## config.mk

```make
export PLATFORM = sky130hd
export DESIGN_NAME = prog_clk_divider
export DESIGN_NICKNAME = d
export VERILOG_FILES = /design/src/rtl/clk_div_pkg.sv /design/src/rtl/clk_div_chan.sv /design/src/rtl/prog_clk_divider.sv
export SDC_FILE = /design/constraint.sdc
export NUM_CORES = 1
export LEC_CHECK = 0
export ABC_AREA = 0
export BUFFER_PORTS_ARGS = -buffer_cell sky130_fd_sc_hd__buf_2
export CAP_MARGIN = 20
export CORE_MARGIN = 3
export CORE_UTILIZATION = 55
export CTS_CLUSTER_DIAMETER = 150
export DETAILED_ROUTE_END_ITERATION = 6
export GPL_TIMING_DRIVEN = 0
export PLACE_DENSITY_LB_ADDON = 0.25
export SYNTH_ARGS = -nofsm -noshare
export SYNTH_HDL_FRONTEND = slang
export SYNTH_SLANG_ARGS = --single-unit
```

## constraint.sdc

```tcl
create_clock -name clk -period 1.95 [get_ports clk]
set_input_delay 0.39 -clock clk [delete_from_list [all_inputs] [get_ports clk]]
set_output_delay 0.39 -clock clk [all_outputs]
set_load 0.01 [all_outputs]
```

## src/rtl/clk_div_pkg.sv

```systemverilog
// Shared constants and helpers for the programmable clock divider.
// The default half-period is derived from the nominal 50 MHz clock and 400 Hz output.
package clk_div_pkg;

  // Half-period register value for a 50% duty output: f_clk/(2*f_out) - 1.
  function automatic int calc_half(input longint unsigned f_clk,
                                   input longint unsigned f_out);
    return int'(f_clk / (64'd2 * f_out) - 64'd1);
  endfunction

  localparam int CLK_DIV_WIDTH    = 17;
  localparam int CLK_DIV_DEF_HALF = calc_half(64'd50_000_000, 64'd400);

  // Per-cycle action taken by one divider channel.
  typedef enum logic [1:0] {
    ACT_HOLD  = 2'd0,
    ACT_COUNT = 2'd1,
    ACT_TERM  = 2'd2,
    ACT_CLEAR = 2'd3
  } chan_act_e;

endpackage

```

## src/rtl/clk_div_chan.sv

```systemverilog
// One divider channel: half-period counter, glitch-free half-period update,
// registered divided clock and toggle strobe.
module clk_div_chan
  import clk_div_pkg::*;
#(
  parameter int               WIDTH    = CLK_DIV_WIDTH,
  parameter logic [WIDTH-1:0] HALF_RST = WIDTH'(CLK_DIV_DEF_HALF)
) (
  input  logic             clk,
  input  logic             rst_n,
  input  logic             en,
  input  logic             sync_clr,
  input  logic             wr_en,
  input  logic [WIDTH-1:0] wr_half,
  output logic             fout,
  output logic             tick,
  output logic             pend
);

  logic [WIDTH-1:0] r_count;
  logic [WIDTH-1:0] r_half_act;
  logic [WIDTH-1:0] r_half_pend;
  logic             r_fout;
  logic             r_tick;
  logic             r_pend;

  logic             w_term;
  chan_act_e        w_act;

  assign w_term = (r_count == r_half_act);

  // NOTE: default assigned first so every path drives w_act and no latch is inferred.
  always_comb begin
    w_act = ACT_HOLD;
    if (sync_clr) begin
      w_act = ACT_CLEAR;
    end else if (en) begin
      w_act = w_term ? ACT_TERM : ACT_COUNT;
    end
  end

  // NOTE: sequential state uses non-blocking assignments only, so every register
  // samples pre-edge values regardless of statement order.
  always_ff @(posedge clk or negedge rst_n) begin
    if (!rst_n) begin
      r_count     <= '0;
      r_half_act  <= HALF_RST;
      r_half_pend <= HALF_RST;
      r_fout      <= 1'b0;
      r_tick      <= 1'b0;
      r_pend      <= 1'b0;
    end else begin
      unique case (w_act)
        ACT_CLEAR: begin
          r_count    <= '0;
          r_fout     <= 1'b0;
          r_tick     <= 1'b0;
          r_pend     <= 1'b0;
          // A write coinciding with the restart takes effect immediately.
          if (wr_en) begin
            r_half_act  <= wr_half;
            r_half_pend <= wr_half;
          end else begin
            r_half_act  <= r_half_pend;
          end
        end
        ACT_TERM: begin
          r_count <= '0;
          r_fout  <= ~r_fout;
          r_tick  <= 1'b1;
          if (r_pend) begin
            r_half_act <= r_half_pend;
            r_pend     <= 1'b0;
          end
        end
        ACT_COUNT: begin
          r_count <= r_count + 1'b1;
          r_tick  <= 1'b0;
        end
        default: begin
          r_tick <= 1'b0;
        end
      endcase

      // NOTE: placed after the case so that, when a write meets a terminal count,
      // the later non-blocking update to r_pend/r_half_pend wins.
      if (wr_en && (w_act != ACT_CLEAR)) begin
        r_half_pend <= wr_half;
        r_pend      <= 1'b1;
      end
    end
  end

  assign fout = r_fout;
  assign tick = r_tick;
  assign pend = r_pend;

endmodule

```

## src/rtl/prog_clk_divider.sv

```systemverilog
// Multi-channel programmable clock divider: CH independent channels sharing
// one half-period write port and a common synchronous restart.
module prog_clk_divider
  import clk_div_pkg::*;
#(
  parameter  int CH       = 4,
  parameter  int WIDTH    = CLK_DIV_WIDTH,
  parameter  int DEF_HALF = CLK_DIV_DEF_HALF,
  localparam int WCH      = (CH > 1) ? $clog2(CH) : 1
) (
  input  logic             clk,
  input  logic             rst_n,
  input  logic [CH-1:0]    en,
  input  logic             sync_clr,
  input  logic             wr_en,
  input  logic [WCH-1:0]   wr_ch,
  input  logic [WIDTH-1:0] wr_half,
  output logic [CH-1:0]    fout,
  output logic [CH-1:0]    tick,
  output logic [CH-1:0]    pend
);

  logic [CH-1:0] w_wr_sel;

  for (genvar g = 0; g < CH; g++) begin : g_chan
    // Selects at or beyond CH match no channel, so such writes are dropped.
    assign w_wr_sel[g] = wr_en && (wr_ch == WCH'(g));

    clk_div_chan #(
      .WIDTH    (WIDTH),
      .HALF_RST (WIDTH'(DEF_HALF))
    ) u_chan (
      .clk      (clk),
      .rst_n    (rst_n),
      .en       (en[g]),
      .sync_clr (sync_clr),
      .wr_en    (w_wr_sel[g]),
      .wr_half  (wr_half),
      .fout     (fout[g]),
      .tick     (tick[g]),
      .pend     (pend[g])
    );
  end

endmodule

```

==> impl_results.rst, run 1 <==
.. list-table::
   :header-rows: 1

   * - Metric
     - Value
   * - Ratio of routed vias to standard cells
     - between 6 and 7
   * - Sort of element at the end of the critical path
     - register
   * - Worst Hold Class
     - in2async
   * - Max Cap Viol
     - 0
   * - TritonCTS Sinks
     - about 220
   * - Crit path launch type
     - register
   * - CTS H-tree lvls
     - 1
   * - Critical path, cell by cell
     - xor2_2 -> nor4_4 -> nand4_2 -> buf_4 -> buf_6 -> clkbuf_8 -> o311ai_0 -> o221a_1
   * - Number of nets with antenna violations after routing
     - 0
   * - Die height
     - 145.7 um
   * - Commonest non-fill, non-tap cells in the layout
     - sky130_fd_sc_hd__dfrtp_1 (140), sky130_fd_sc_hd__xor2_1 (78), sky130_fd_sc_hd__mux2_2 (68)
   * - Setup total negative slack
     - -18390 ps
   * - Number of buffers on the longest clock path
     - 3
   * - HPWL after detailed placement
     - 17660 um
   * - Fin nets
     - between 1000 and 1500
   * - Area growth from synthesis to layout
     - 34.51%
   * - Die width
     - between 100 and 150 um
   * - Post-synthesis register bit count
     - ~220
   * - DP Area
     - between 10000 and 15000 sq um
   * - Slew margin rel.
     - between 20% and 30%
   * - Netlist area before placement
     - 10740 sq um
   * - Fraction of final layout cells with drive strength greater than 1
     - between 40% and 50%
   * - Number of max-slew violations in the final report
     - 0
   * - Transition at the pin with the smallest max-transition slack
     - 1093 ps
   * - Number of buffers inserted by hold repair at cts
     - 0
   * - Wire length reported by the detailed router
     - ~33000 um
   * - FFs w/ async S/R, synth
     - 100.0%
   * - Port-buffer cells
     - 37
   * - Fmax
     - between 0.3 and 0.4 GHz
   * - Cell at the slowest stage of the critical path
     - sky130_fd_sc_hd__o311ai_0
   * - Area fraction in compound gates after synthesis
     - between 10% and 20%
   * - Crit path DAT
     - a little over 3000 ps
   * - Leading cell type in the layout, fill and taps excluded
     - sky130_fd_sc_hd__dfrtp_1
   * - Die footprint
     - 21240 sq um
   * - Violations in the final reports
     - negative hold slack, negative setup slack
   * - Min cycle time layout
     - approximately 2600 ps
   * - Critical path fanouts, max
     - 10
   * - I/O Pins
     - 39
   * - Avg Inst Size Synth
     - around 11 sq um
   * - Syn. warnings
     - 0
   * - Maximum number of pins on one net before global-route repair
     - 118
   * - TritonCTS clock tree
     - done
   * - Initial core utilization
     - between 50% and 60%
   * - Placer congestion estimate
     - between 0.8 and 0.9
   * - Placeable core area
     - roughly 19000 sq um
   * - Post-synth net total
     - 1008
   * - Clock Latency Late Sink
     - approximately 510 ps
   * - Final Instance Area
     - 14450 sq um
   * - Critical Setup Path Class
     - reg2reg
   * - Global-route usage over all layers
     - a little over a quarter
   * - Worst clock skew on the final layout
     - 10.83 ps
   * - Via count of the first global-routing pass
     - 8734
   * - Final setup fails
     - 113
   * - Routed length per placed instance
     - 23.59 um
   * - Cell Pwr Density
     - approximately 860 nW/um^2
   * - Simple-gate area share of the yosys netlist
     - between 10% and 20%
   * - Setup ws final
     - -664.7 ps
   * - Final count of hold timing violations
     - 28
   * - Combinational family with the most area after synthesis
     - compound AO/OA/AOI/OAI gates
   * - Worst hold slack
     - -33.92 ps
   * - Slowest stage delay, CP
     - between 600 and 700 ps
   * - Main flop type after synthesis
     - sky130_fd_sc_hd__dfrtp_1
   * - Count of cell types in the netlist
     - 50
   * - Total overflow reported by the global router
     - 0
   * - CTS root buffer
     - sky130_fd_sc_hd__clkbuf_16
   * - Adder and majority cell fraction of the synthesized area
     - less than 1%
   * - Cell Rows
     - 50
   * - Final Total Pwr
     - 12.45 mW
   * - Number of buffers added by the clock tree synthesis step
     - 23
   * - Clk slew on worst S/H paths
     - about 60 ps
   * - Mux cell area share after synthesis
     - about 7.3%
   * - Unrepaired setup endpoints after global routing
     - true
   * - Vias
     - 8856
   * - Final worst path period share
     - 134.1%
   * - Drt first pass iters
     - 5
   * - Xor-xnor portion of the synthesized cell area
     - about a tenth
   * - Max IR drop VDD
     - 764.8 uV
   * - Antenna violations before repair
     - 1
   * - Post-synth EDFFs
     - 0
   * - First-pass GRT wire length
     - 46690 um
   * - Post-Syn Instances
     - about 980
   * - Static leakage power
     - about 6 nW
   * - Share of synthesized area occupied by flip-flops and latches
     - 51.07%
   * - # DRC
     - 0
   * - DRC violation total after the first TritonRoute iteration
     - a little over 800
   * - Endpoint required time on the critical path
     - ~2400 ps
   * - Result of the run
     - finished with violations
logic make-up after synthesis:
group | after synthesis
multiplexers | 70
AND/OR/NAND/NOR | 284
flip-flops | 216
AO/OA/AOI/OAI | 182
XOR/XNOR | 122
buffers and inverters | 99
adder cells (fa/ha/maj) | 4
per-layer routing:
metal  track usage (%)  vias to the layer above  wire length, um
li1                  -                     3834                -
met1             35.57                     4507            12830
met2             45.92                      399            16140
met3             3.955                      116             2290
met4             8.357                        0             1464
met5                 0                        -                0
area by class of cell:
| type | count | area, sq um |
|---|---|---|
| Multi-Input combinational cell | 664 | 6242 |
| Clock inverter | 10 | 152.6 |
| Fill cell | 1137 | 4509 |
| Sequential cell | 216 | 5500 |
| Inverter | 31 | 116.4 |
| Tap cell | 260 | 325.3 |
| Timing Repair Buffer | 112 | 980.9 |
| Clock buffer | 31 | 605.6 |
| Antenna cell | 1 | 2.502 |
| Buffer | 62 | 520.5 |
sequential cells by signal, indices dropped and copies added (netlist names):
signal,flops
g_chan.u_chan.r_count,68
g_chan.u_chan.r_half_act,68
g_chan.u_chan.r_half_pend,68
g_chan.u_chan.fout,4
g_chan.u_chan.pend,4
g_chan.u_chan.tick,4
path summary, 6_finish.rpt:
check / cells after the start / slack (ps) / from / to
setup / recovery: 8 / -660 / g_chan[1].u_chan.r_half_act[7] / g_chan[1].u_chan.r_half_act[13]
hold / removal: 1 / -30 / rst_n / g_chan[2].u_chan.r_count[11]
setup reg to reg: 8 / -660 / g_chan[1].u_chan.r_half_act[7] / g_chan[1].u_chan.r_half_act[13]
hold reg to reg: 2 / 500 / g_chan[3].u_chan.r_half_pend[5] / g_chan[3].u_chan.r_half_act[5]
max in group asynchronous: 2 / 970 / rst_n / g_chan[0].u_chan.r_half_act[5]
min in group clk: 3 / 220 / en[1] / g_chan[1].u_chan.r_count[1]
repair_timing:
| item | 4_1_cts | 5_1_grt |
|---|---|---|
| gates cloned | 5 | 7 |
| endpoints found under the hold margin | 0 | 0 |
| gates resized for setup | 186 | 189 |
| setup buffers | 39 | 26 |
| setup endpoints to repair | 145 | 142 |
| pin swaps | 79 | 59 |
where the power goes:
group / leakage (nW) / internal, mW / switching (mW) / total, mW
logic: 2.86 / 1.05 / 1.14 / 2.19
clock network: 0.369 / 2.71 / 1.83 / 4.54
registers: 2.61 / 5.20 / 0.528 / 5.73
total: 5.84 / 8.95 / 3.50 / 12.5
per-stage QoR:
stage	hold slack [ps]	instances	util (%)	setup slack, ps
after global routing	36.36	1386	76.20	-786.3
final	-33.92	1387	76.21	-664.7
after floorplan	94.41	977	-	-200.7
after global placement	484.0	1274	60.09	-3214
after CTS	6.411	1355	70.74	-329.9
after detailed placement	488.8	1275	60.28	-628.7
worst max-delay path, delay by kind of cell (launching register included):
family,cells,cell delay (ps)
AO/OA/AOI/OAI,2,960
buffers and inverters,3,460
XOR/XNOR,1,200
flip-flops,1,410
AND/OR/NAND/NOR,2,510
synthesized netlist by cell type, types with 21 or more instances:
cell type,count,area (sq um)
sky130_fd_sc_hd__nand3_1,28,140.1
sky130_fd_sc_hd__a21oi_1,36,180.2
sky130_fd_sc_hd__mux2_2,68,765.7
sky130_fd_sc_hd__nand2_1,41,153.9
sky130_fd_sc_hd__xor2_1,86,753.2
sky130_fd_sc_hd__or2_2,24,150.1
sky130_fd_sc_hd__nand4_1,21,131.4
sky130_fd_sc_hd__o31ai_1,26,195.2
sky130_fd_sc_hd__o311ai_0,34,297.8
sky130_fd_sc_hd__dfrtp_1,152,3804
sky130_fd_sc_hd__inv_1,28,105.1
sky130_fd_sc_hd__nor2_1,80,300.3
sky130_fd_sc_hd__nor3_1,42,210.2
sky130_fd_sc_hd__clkbuf_1,41,153.9
sky130_fd_sc_hd__xnor2_1,36,315.3
sky130_fd_sc_hd__dfstp_2,64,1682
sky130_fd_sc_hd__o221a_2,31,349.1
No activity file was read; power rests on OpenSTA's default activity.
==> run 2, diff against run 1 <==
BUFFER_PORTS_ARGS = -buffer_cell sky130_fd_sc_hd__clkbuf_2   (was -buffer_cell sky130_fd_sc_hd__buf_2)
==> run 2 against run 1 <==
  * The run ends with negative setup slack left
  * Via count shrank 2.4%
  * Maximum frequency grew 13%
  * Combinational power shrank 3%
  * Setup slack gained 290 ps
  * Cell count shrank 0.36%
  * Critical path type unchanged
==> impl_results.rst, run 2 (same netlist as run 1, synthesis figures left out) <==
.. list-table::
   :header-rows: 1

   * - Metric
     - Value
   * - Final worst path period share
     - 119.0% (-15 points)
   * - Slew margin rel.
     - 34.46% (+7.3 points)
   * - Number of buffers on the longest clock path
     - 3 (unchanged)
   * - I/O Pins
     - 39 (unchanged)
   * - Number of max-slew violations in the final report
     - 0 (unchanged)
   * - TritonCTS Sinks
     - 216 (unchanged)
   * - End point of the worst hold path
     - g_chan[0].u_chan.r_count[1]
   * - DRC violation total after the first TritonRoute iteration
     - 818 (-1.6%)
   * - Reg2reg start
     - g_chan[1].u_chan.r_half_act[3]
   * - HPWL after detailed placement
     - 17700 um (+0.24%)
   * - Placement-stage worst setup slack
     - -652.3 ps (-23.53 ps)
   * - Drt first pass iters
     - 5 (unchanged)
   * - Worst hold path cell count
     - 3
   * - Min cycle time layout
     - 2320 ps (-294.2 ps)
   * - CTS root buffer
     - sky130_fd_sc_hd__clkbuf_16
   * - Total overflow reported by the global router
     - 0 (unchanged)
   * - Sort of element at the end of the critical path
     - register
   * - Vias
     - 8641 (-2.4%)
   * - Violations in the final reports
     - negative setup slack
   * - Slowest stage delay, CP
     - 630 ps (+20 ps)
   * - Unrepaired setup endpoints after global routing
     - true
   * - Endpoint required time on the critical path
     - 2350 ps (-40 ps)
   * - Routed length per placed instance
     - 22.47 um (-4.8%)
   * - Setup ws final
     - -370.5 ps (+294.2 ps)
   * - Static leakage power
     - 5.582 nW (-4.4%)
   * - Placer congestion estimate
     - 0.8386 (unchanged)
   * - Clk slew on worst S/H paths
     - 60 ps (about the same)
   * - Die width
     - 145.7 um (unchanged)
   * - Placeable core area
     - 18960 sq um (unchanged)
   * - Number of nets with antenna violations after routing
     - 0 (unchanged)
   * - Crit path DAT
     - 2720 ps (-340 ps)
   * - Initial core utilization
     - 56.66% (unchanged)
   * - Transition at the pin with the smallest max-transition slack
     - 983.1 ps (-110.2 ps)
   * - Ratio of routed vias to standard cells
     - 6.253 (-2.1%)
   * - Max IR drop VDD
     - 686.2 uV (-10%)
   * - Crit path launch type
     - register
   * - First-pass GRT wire length
     - 46270 um (-0.90%)
   * - Switching power
     - 3.401 mW (-2.7%)
   * - Port-buffer cells
     - 37 (unchanged)
   * - Cell Pwr Density
     - 854.5 nW/um^2 (-0.85%)
   * - FF-to-FF setup slack
     - -370 ps (+290 ps)
   * - Sequential group share of total power
     - 47.0% (+1.0 points)
   * - Proportion of power drawn by the clock network
     - 35.5% (-0.9 points)
   * - Die height
     - 145.7 um (unchanged)
   * - Hold Crit Start
     - en[0]
   * - Net switching share of the total power
     - 28.11% (+0.030 points)
   * - Global-route usage over all layers
     - 26.62% (-0.23 points)
   * - Critical Setup Path Class
     - reg2reg
   * - Worst Hold Class
     - in2reg
   * - Final count of hold timing violations
     - 0 (-100%)
   * - # DRC
     - 0 (unchanged)
   * - Setup total negative slack
     - -20370 ps (-1977 ps)
   * - Post-Route Utilization
     - 74.69% (-1.5 points)
   * - Cell-internal power
     - 8.698 mW (-2.9%)
   * - Fmax
     - 0.4309 GHz (+13%)
   * - Count of inserted antenna diode cells
     - 0 (-1)
   * - Critical path fanouts, max
     - 5 (-5)
   * - Final setup fails
     - 122 (+8.0%)
   * - Endpoint of the worst-slack reg-to-reg timing path
     - g_chan[1].u_chan.r_half_act[11]
   * - Cell at the slowest stage of the critical path
     - sky130_fd_sc_hd__or4_4
   * - CTS H-tree lvls
     - 1 (unchanged)
   * - Number of buffers added by the clock tree synthesis step
     - 24 (+4.3%)
   * - Critical path, cell by cell
     - xor2_2 -> nor4_4 -> nand4_2 -> or4_4 -> buf_8 -> o221a_1
   * - Wire length reported by the detailed router
     - 31050 um (-5.1%)
   * - Via count of the first global-routing pass
     - 8707 (-0.31%)
   * - Result of the run
     - finished with violations
   * - Fin nets
     - 1135 (-0.53%)
   * - TritonCTS clock tree
     - done
   * - Leading cell type in the layout, fill and taps excluded
     - sky130_fd_sc_hd__dfrtp_1
   * - Antenna violations before repair
     - 0 (-1)
   * - Fraction of final layout cells with drive strength greater than 1
     - 46.08% (-1.6 points)
   * - Clock Latency Late Sink
     - 520 ps (about the same)
   * - Worst clock skew on the final layout
     - 13.92 ps (+3.090 ps)
   * - Max Cap Viol
     - 0 (unchanged)
   * - Maximum number of pins on one net before global-route repair
     - 90 (-24%)
   * - Commonest non-fill, non-tap cells in the layout
     - sky130_fd_sc_hd__dfrtp_1 (142), sky130_fd_sc_hd__xor2_1 (81), sky130_fd_sc_hd__mux2_2 (68)
   * - Largest registers
     - g_chan.u_chan.r_count (68), g_chan.u_chan.r_half_act (68), g_chan.u_chan.r_half_pend (68)
   * - Die footprint
     - 21240 sq um (unchanged)
   * - Combinational group share of total power
     - 17.5% (about the same)
   * - Cell Rows
     - 50 (unchanged)
   * - Worst-case reg-to-reg path depth
     - 6 (-2)
   * - Area growth from synthesis to layout
     - 31.83%
[run 2: cell count changes in the layout (fill, tap and decap cells not counted), moves of 7 or more]
cell                       previous run  this run
sky130_fd_sc_hd__clkbuf_2             7        41
sky130_fd_sc_hd__buf_2               37         5
sky130_fd_sc_hd__nor3_4              19         5
sky130_fd_sc_hd__nor3_2              16        28
sky130_fd_sc_hd__nor2_2              22        14
sky130_fd_sc_hd__nor2_4               4        12
sky130_fd_sc_hd__clkbuf_1            27        34
[run 2: per-layer routing]
layer	GRT usage (%)	share of wire (%)	up-vias
li1	-	-	3823
met1	36.91	41	4383
met2	42.59	49	339
met3	4.391	6.0	96
met4	9.782	3.7	0
met5	0	0	-
[run 2: area by class of cell]
type,instances,area (sq um)
multi-input cells,662,6140
flip-flops and latches,216,5498
fillers,1200,4797
repair buffers,107,892.1
clock buffers,40,711.9
plain buffers,62,455.4
well taps,260,325.3
inverters,31,116.4
clock inverters,4,20.02
[run 2: worst max path at each step]
| stage | startpoint | end | slack (ps) | depth (start not counted) |
|---|---|---|---|---|
| 2_1_floorplan | g_chan[1].u_chan.r_count[8] | g_chan[1].u_chan.r_half_act[11] | -200 | 7 |
| 3_3_place_gp | rst_n | g_chan[0].u_chan.r_count[3] | -3770 | 1 |
| 3_5_place_dp | sync_clr | g_chan[1].u_chan.r_half_act[16] | -650 | 6 |
| 4_1_cts | g_chan[1].u_chan.r_half_act[16] | g_chan[1].u_chan.r_half_act[11] | -310 | 7 |
| 5_1_grt | g_chan[1].u_chan.r_count[11] | g_chan[1].u_chan.r_half_act[11] | -430 | 7 |
| 6_report | g_chan[1].u_chan.r_half_act[3] | g_chan[1].u_chan.r_half_act[11] | -370 | 6 |
[run 2: through the flow]
step,total power [mW],cell area (sq um),hold WS [ps],cells
2_1_floorplan,6.627,10880,94.41,977
3_3_place_gp,7.074,11390,483.6,1274
3_5_place_dp,7.152,11450,373.9,1276
4_1_cts,11.70,13280,191.6,1359
5_1_grt,12.51,14160,234.2,1382
6_report,12.10,14160,214.4,1382
[run 2: critical path, delay by kind of cell, from the launching register on]
kind                      cells  cell delay [ps]
DFF                           1              430
buffers and inverters         1              170
xor gates and xnor gates      1              210
and+or+nand+nor               3             1120
AOI/OAI and AO/OA             1              270
[run 2: timing repair]
action                                  CTS  global route
pin swaps                                78            51
resized for setup                       175           167
hold endpoints to repair                 35             0
endpoints found under the setup margin  145           145
setup buffers                            37            22
hold buffers                              1             0
cloned                                    6             3
[run 2: power by group through the flow]
stage	Sequential, mW	Combinational (mW)	Clock (mW)
global placement	5.63	1.44	0
finish	5.69	2.12	4.29
CTS	5.61	1.77	4.31
global route	5.73	2.27	4.50
floorplan	5.51	1.11	0
detailed placement	5.65	1.51	0
==> run 3, diff against run 2 <==
CORE_UTILIZATION = 40   (was 55)
CTS_BUF_LIST = sky130_fd_sc_hd__clkbuf_16   (was default)
==> run 3 against run 2 <==
  * The flow still finishes with violations (negative setup slack)
  * Clock-buffer cell count fell by 15
  * Utilization shrank 21 points
  * First-iteration DRC count fell by 39%
  * Wire length decreased by 5.9%
  * Critical path type unchanged
  * Non-clock buffer count is 5 lower
  * Setup slack better by 98 ps
==> impl_results.rst, run 3 (same netlist as run 1, synthesis figures left out) <==
.. list-table::
   :header-rows: 1

   * - Metric
     - Value
   * - CTS H-tree lvls
     - 1 (unchanged)
   * - Worst Hold Class
     - in2reg
   * - Slowest stage delay, CP
     - 590 ps (-40 ps)
   * - Sort of element at the end of the critical path
     - register
   * - Final setup fails
     - 71 (-42%)
   * - # DRC
     - 0 (unchanged)
   * - Largest registers
     - g_chan.u_chan.r_count (68), g_chan.u_chan.r_half_act (68), g_chan.u_chan.r_half_pend (68)
   * - Slew margin rel.
     - 41.34% (+6.9 points)
   * - Min cycle time layout
     - 2223 ps (-97.64 ps)
   * - Crit path DAT
     - 2640 ps (-80 ps)
   * - Static leakage power
     - 5.603 nW (+0.37%)
   * - Wire length reported by the detailed router
     - 29210 um (-5.9%)
   * - Unrepaired setup endpoints after global routing
     - true
   * - Critical path fanouts, max
     - 5 (unchanged)
   * - Met3 capacity usage during global routing
     - 3.275% (-1.1 points)
   * - Via count of the first global-routing pass
     - 8263 (-5.1%)
   * - Vias
     - 8231 (-4.7%)
   * - Drt first pass iters
     - 5 (unchanged)
   * - Total overflow reported by the global router
     - 0 (unchanged)
   * - Number of nets with antenna violations after routing
     - 0 (unchanged)
   * - Commonest non-fill, non-tap cells in the layout
     - sky130_fd_sc_hd__dfrtp_1 (142), sky130_fd_sc_hd__xor2_1 (82), sky130_fd_sc_hd__mux2_2 (68), sky130_fd_sc_hd__nor2_1 (68), sky130_fd_sc_hd__dfstp_2 (64)
   * - CTS root buffer
     - sky130_fd_sc_hd__clkbuf_16
   * - Placement-stage worst setup slack
     - -689.4 ps (-37.14 ps)
   * - Final count of hold timing violations
     - 0 (unchanged)
   * - FF-to-FF setup slack
     - -270 ps (+100 ps)
   * - DRC violation total after the first TritonRoute iteration
     - 498 (-39%)
   * - First-pass GRT wire length
     - 46130 um (-0.30%)
   * - Max Cap Viol
     - 0 (unchanged)
   * - Clk slew on worst S/H paths
     - 60 ps (about the same)
   * - Max IR drop VDD
     - 568.6 uV (-17%)
   * - Leading cell type in the layout, fill and taps excluded
     - sky130_fd_sc_hd__dfrtp_1
   * - Worst clock skew on the final layout
     - 11.33 ps (-2.589 ps)
   * - Hold Crit Start
     - en[0]
   * - Final worst path period share
     - 114.0% (-5.0 points)
   * - Port-buffer cells
     - 37 (unchanged)
   * - Number of buffers added by the clock tree synthesis step
     - 25 (+4.2%)
   * - Worst-case reg-to-reg path depth
     - 6 (unchanged)
   * - Critical path, cell by cell
     - xor2_1 -> nor4_2 -> nand4_2 -> or4_4 -> buf_8 -> o221a_1
   * - End point of the worst hold path
     - g_chan[0].u_chan.r_count[1]
   * - Setup ws final
     - -272.8 ps (+97.63 ps)
   * - TritonCTS Sinks
     - 216 (unchanged)
   * - Routed length per placed instance
     - 20.09 um (-11%)
   * - Initial core utilization
     - 40.98% (-16 points)
   * - Number of buffers on the longest clock path
     - 3 (unchanged)
   * - Result of the run
     - finished with violations
   * - Crit path launch type
     - register
   * - Antenna violations before repair
     - 0 (unchanged)
   * - Fmax
     - 0.4499 GHz (+4.4%)
   * - Clock Latency Late Sink
     - 540 ps (+20 ps)
   * - Global-route usage over all layers
     - 19.88% (-6.7 points)
   * - Violations in the final reports
     - negative setup slack
   * - Ratio of routed vias to standard cells
     - 5.661 (-9.5%)
   * - Fin cells
     - 1454 (+5.2%)
   * - Endpoint of the worst-slack reg-to-reg timing path
     - g_chan[1].u_chan.r_half_act[11]
   * - Cell at the slowest stage of the critical path
     - sky130_fd_sc_hd__or4_4
   * - Die width
     - 169.9 um (+17%)
   * - # placed instances
     - 1351 (+5.9%)
   * - Placeable core area
     - 26210 sq um (+38%)
   * - I/O Pins
     - 39 (unchanged)
   * - Transition at the pin with the smallest max-transition slack
     - 879.9 ps (-103.2 ps)
   * - Die footprint
     - 28850 sq um (+36%)
   * - Placer congestion estimate
     - 0.8005 (-4.5%)
   * - Cell Pwr Density
     - 863.9 nW/um^2 (+1.1%)
   * - Count of inserted antenna diode cells
     - 0 (unchanged)
   * - Most congested layer reported by global routing
     - met2
   * - Area growth from synthesis to layout
     - 30.47%
   * - Cell Rows
     - 59 (+18%)
   * - HPWL after detailed placement
     - 18530 um (+4.7%)
   * - Worst hold path cell count
     - 3 (unchanged)
   * - Critical Setup Path Class
     - reg2reg
   * - TritonCTS clock tree
     - done
   * - Maximum number of pins on one net before global-route repair
     - 94 (+4.4%)
   * - Fraction of final layout cells with drive strength greater than 1
     - 44.06% (-2.0 points)
   * - Endpoint required time on the critical path
     - 2370 ps (+20 ps)
   * - Global-route track usage on met2
     - 32.05% (-11 points)
   * - Number of max-slew violations in the final report
     - 0 (unchanged)
   * - Fraction of met1 tracks used by global routing
     - 28.30% (-8.6 points)
   * - Die height
     - 169.9 um (+17%)
   * - Fin nets
     - 1131 (-0.35%)
   * - Reg2reg start
     - g_chan[1].u_chan.r_half_act[6]
run 3: changes by cell type in the layout (fill, tap and decap cells not counted), sizes merged:
cell	previous run	this run
clkbuf	110	98
buf	98	90
clkinv	7	15
inv	28	34
bufinv	0	2
clkinvlp	0	1
run 3: how the worst max path moves through the flow:
stage,start,to
detailed placement,g_chan[2].u_chan.r_half_act[12],g_chan[2].u_chan.r_count[12]
global placement,rst_n,g_chan[0].u_chan.r_count[3]
finish,g_chan[1].u_chan.r_half_act[6],g_chan[1].u_chan.r_half_act[11]
global route,g_chan[1].u_chan.r_count[7],g_chan[1].u_chan.r_half_act[7]
CTS,g_chan[1].u_chan.r_half_act[12],g_chan[1].u_chan.r_half_act[7]
floorplan,g_chan[1].u_chan.r_count[8],g_chan[1].u_chan.r_half_act[11]
run 3: critical path, delay by kind of cell, from the launching register on:
kind / cells / cell delay [ps]
AND/OR/NAND/NOR: 3 / 1090
AO/OA/AOI/OAI: 1 / 260
flip-flops: 1 / 410
buffers and inverters: 1 / 170
XOR/XNOR: 1 / 180
run 3: final cells by class:
cell class	count	area (sq um)
plain buffers	63	486.7
fillers	2215	12190
flip-flops and latches	216	5498
well taps	335	419.2
multi-input cells	662	5881
repair buffers	101	839.6
clock inverters	21	147.6
clock buffers	25	625.6
inverters	31	116.4
run 3: metrics by stage:
step	setup TNS [ps]	area (sq um)	total power [mW]	utilization (%)	hold slack [ps]
final	-8815	14010	12.11	53.47	194.4
after global routing	-18480	14010	12.59	53.47	203.5
after CTS	-10420	13350	11.97	50.93	177.9
after detailed placement	-73200	11550	7.165	44.06	356.6
after global placement	-826390	11480	7.106	43.82	483.9
after floorplan	-2846	10880	6.627	-	94.41
run 3: timing repair:
action | CTS | global route
hold buffers | 1 | 0
hold endpoints to repair | 32 | 0
gates cloned | 5 | 3
pin swaps | 47 | 56
endpoints found under the setup margin | 146 | 141
setup buffers | 33 | 20
resized for setup | 155 | 123
run 3: where the power goes:
part / internal [mW] / switching (mW)
Clock: 2.59 / 1.93
Sequential: 5.20 / 0.437
Combinational: 0.975 / 0.985
run 3: routing by layer:
metal / vias to the layer above / wire length (um)
li1: 3796 / -
met4: 0 / 608
met2: 182 / 13970
met5: - / 0
met1: 4211 / 13240
met3: 42 / 1397
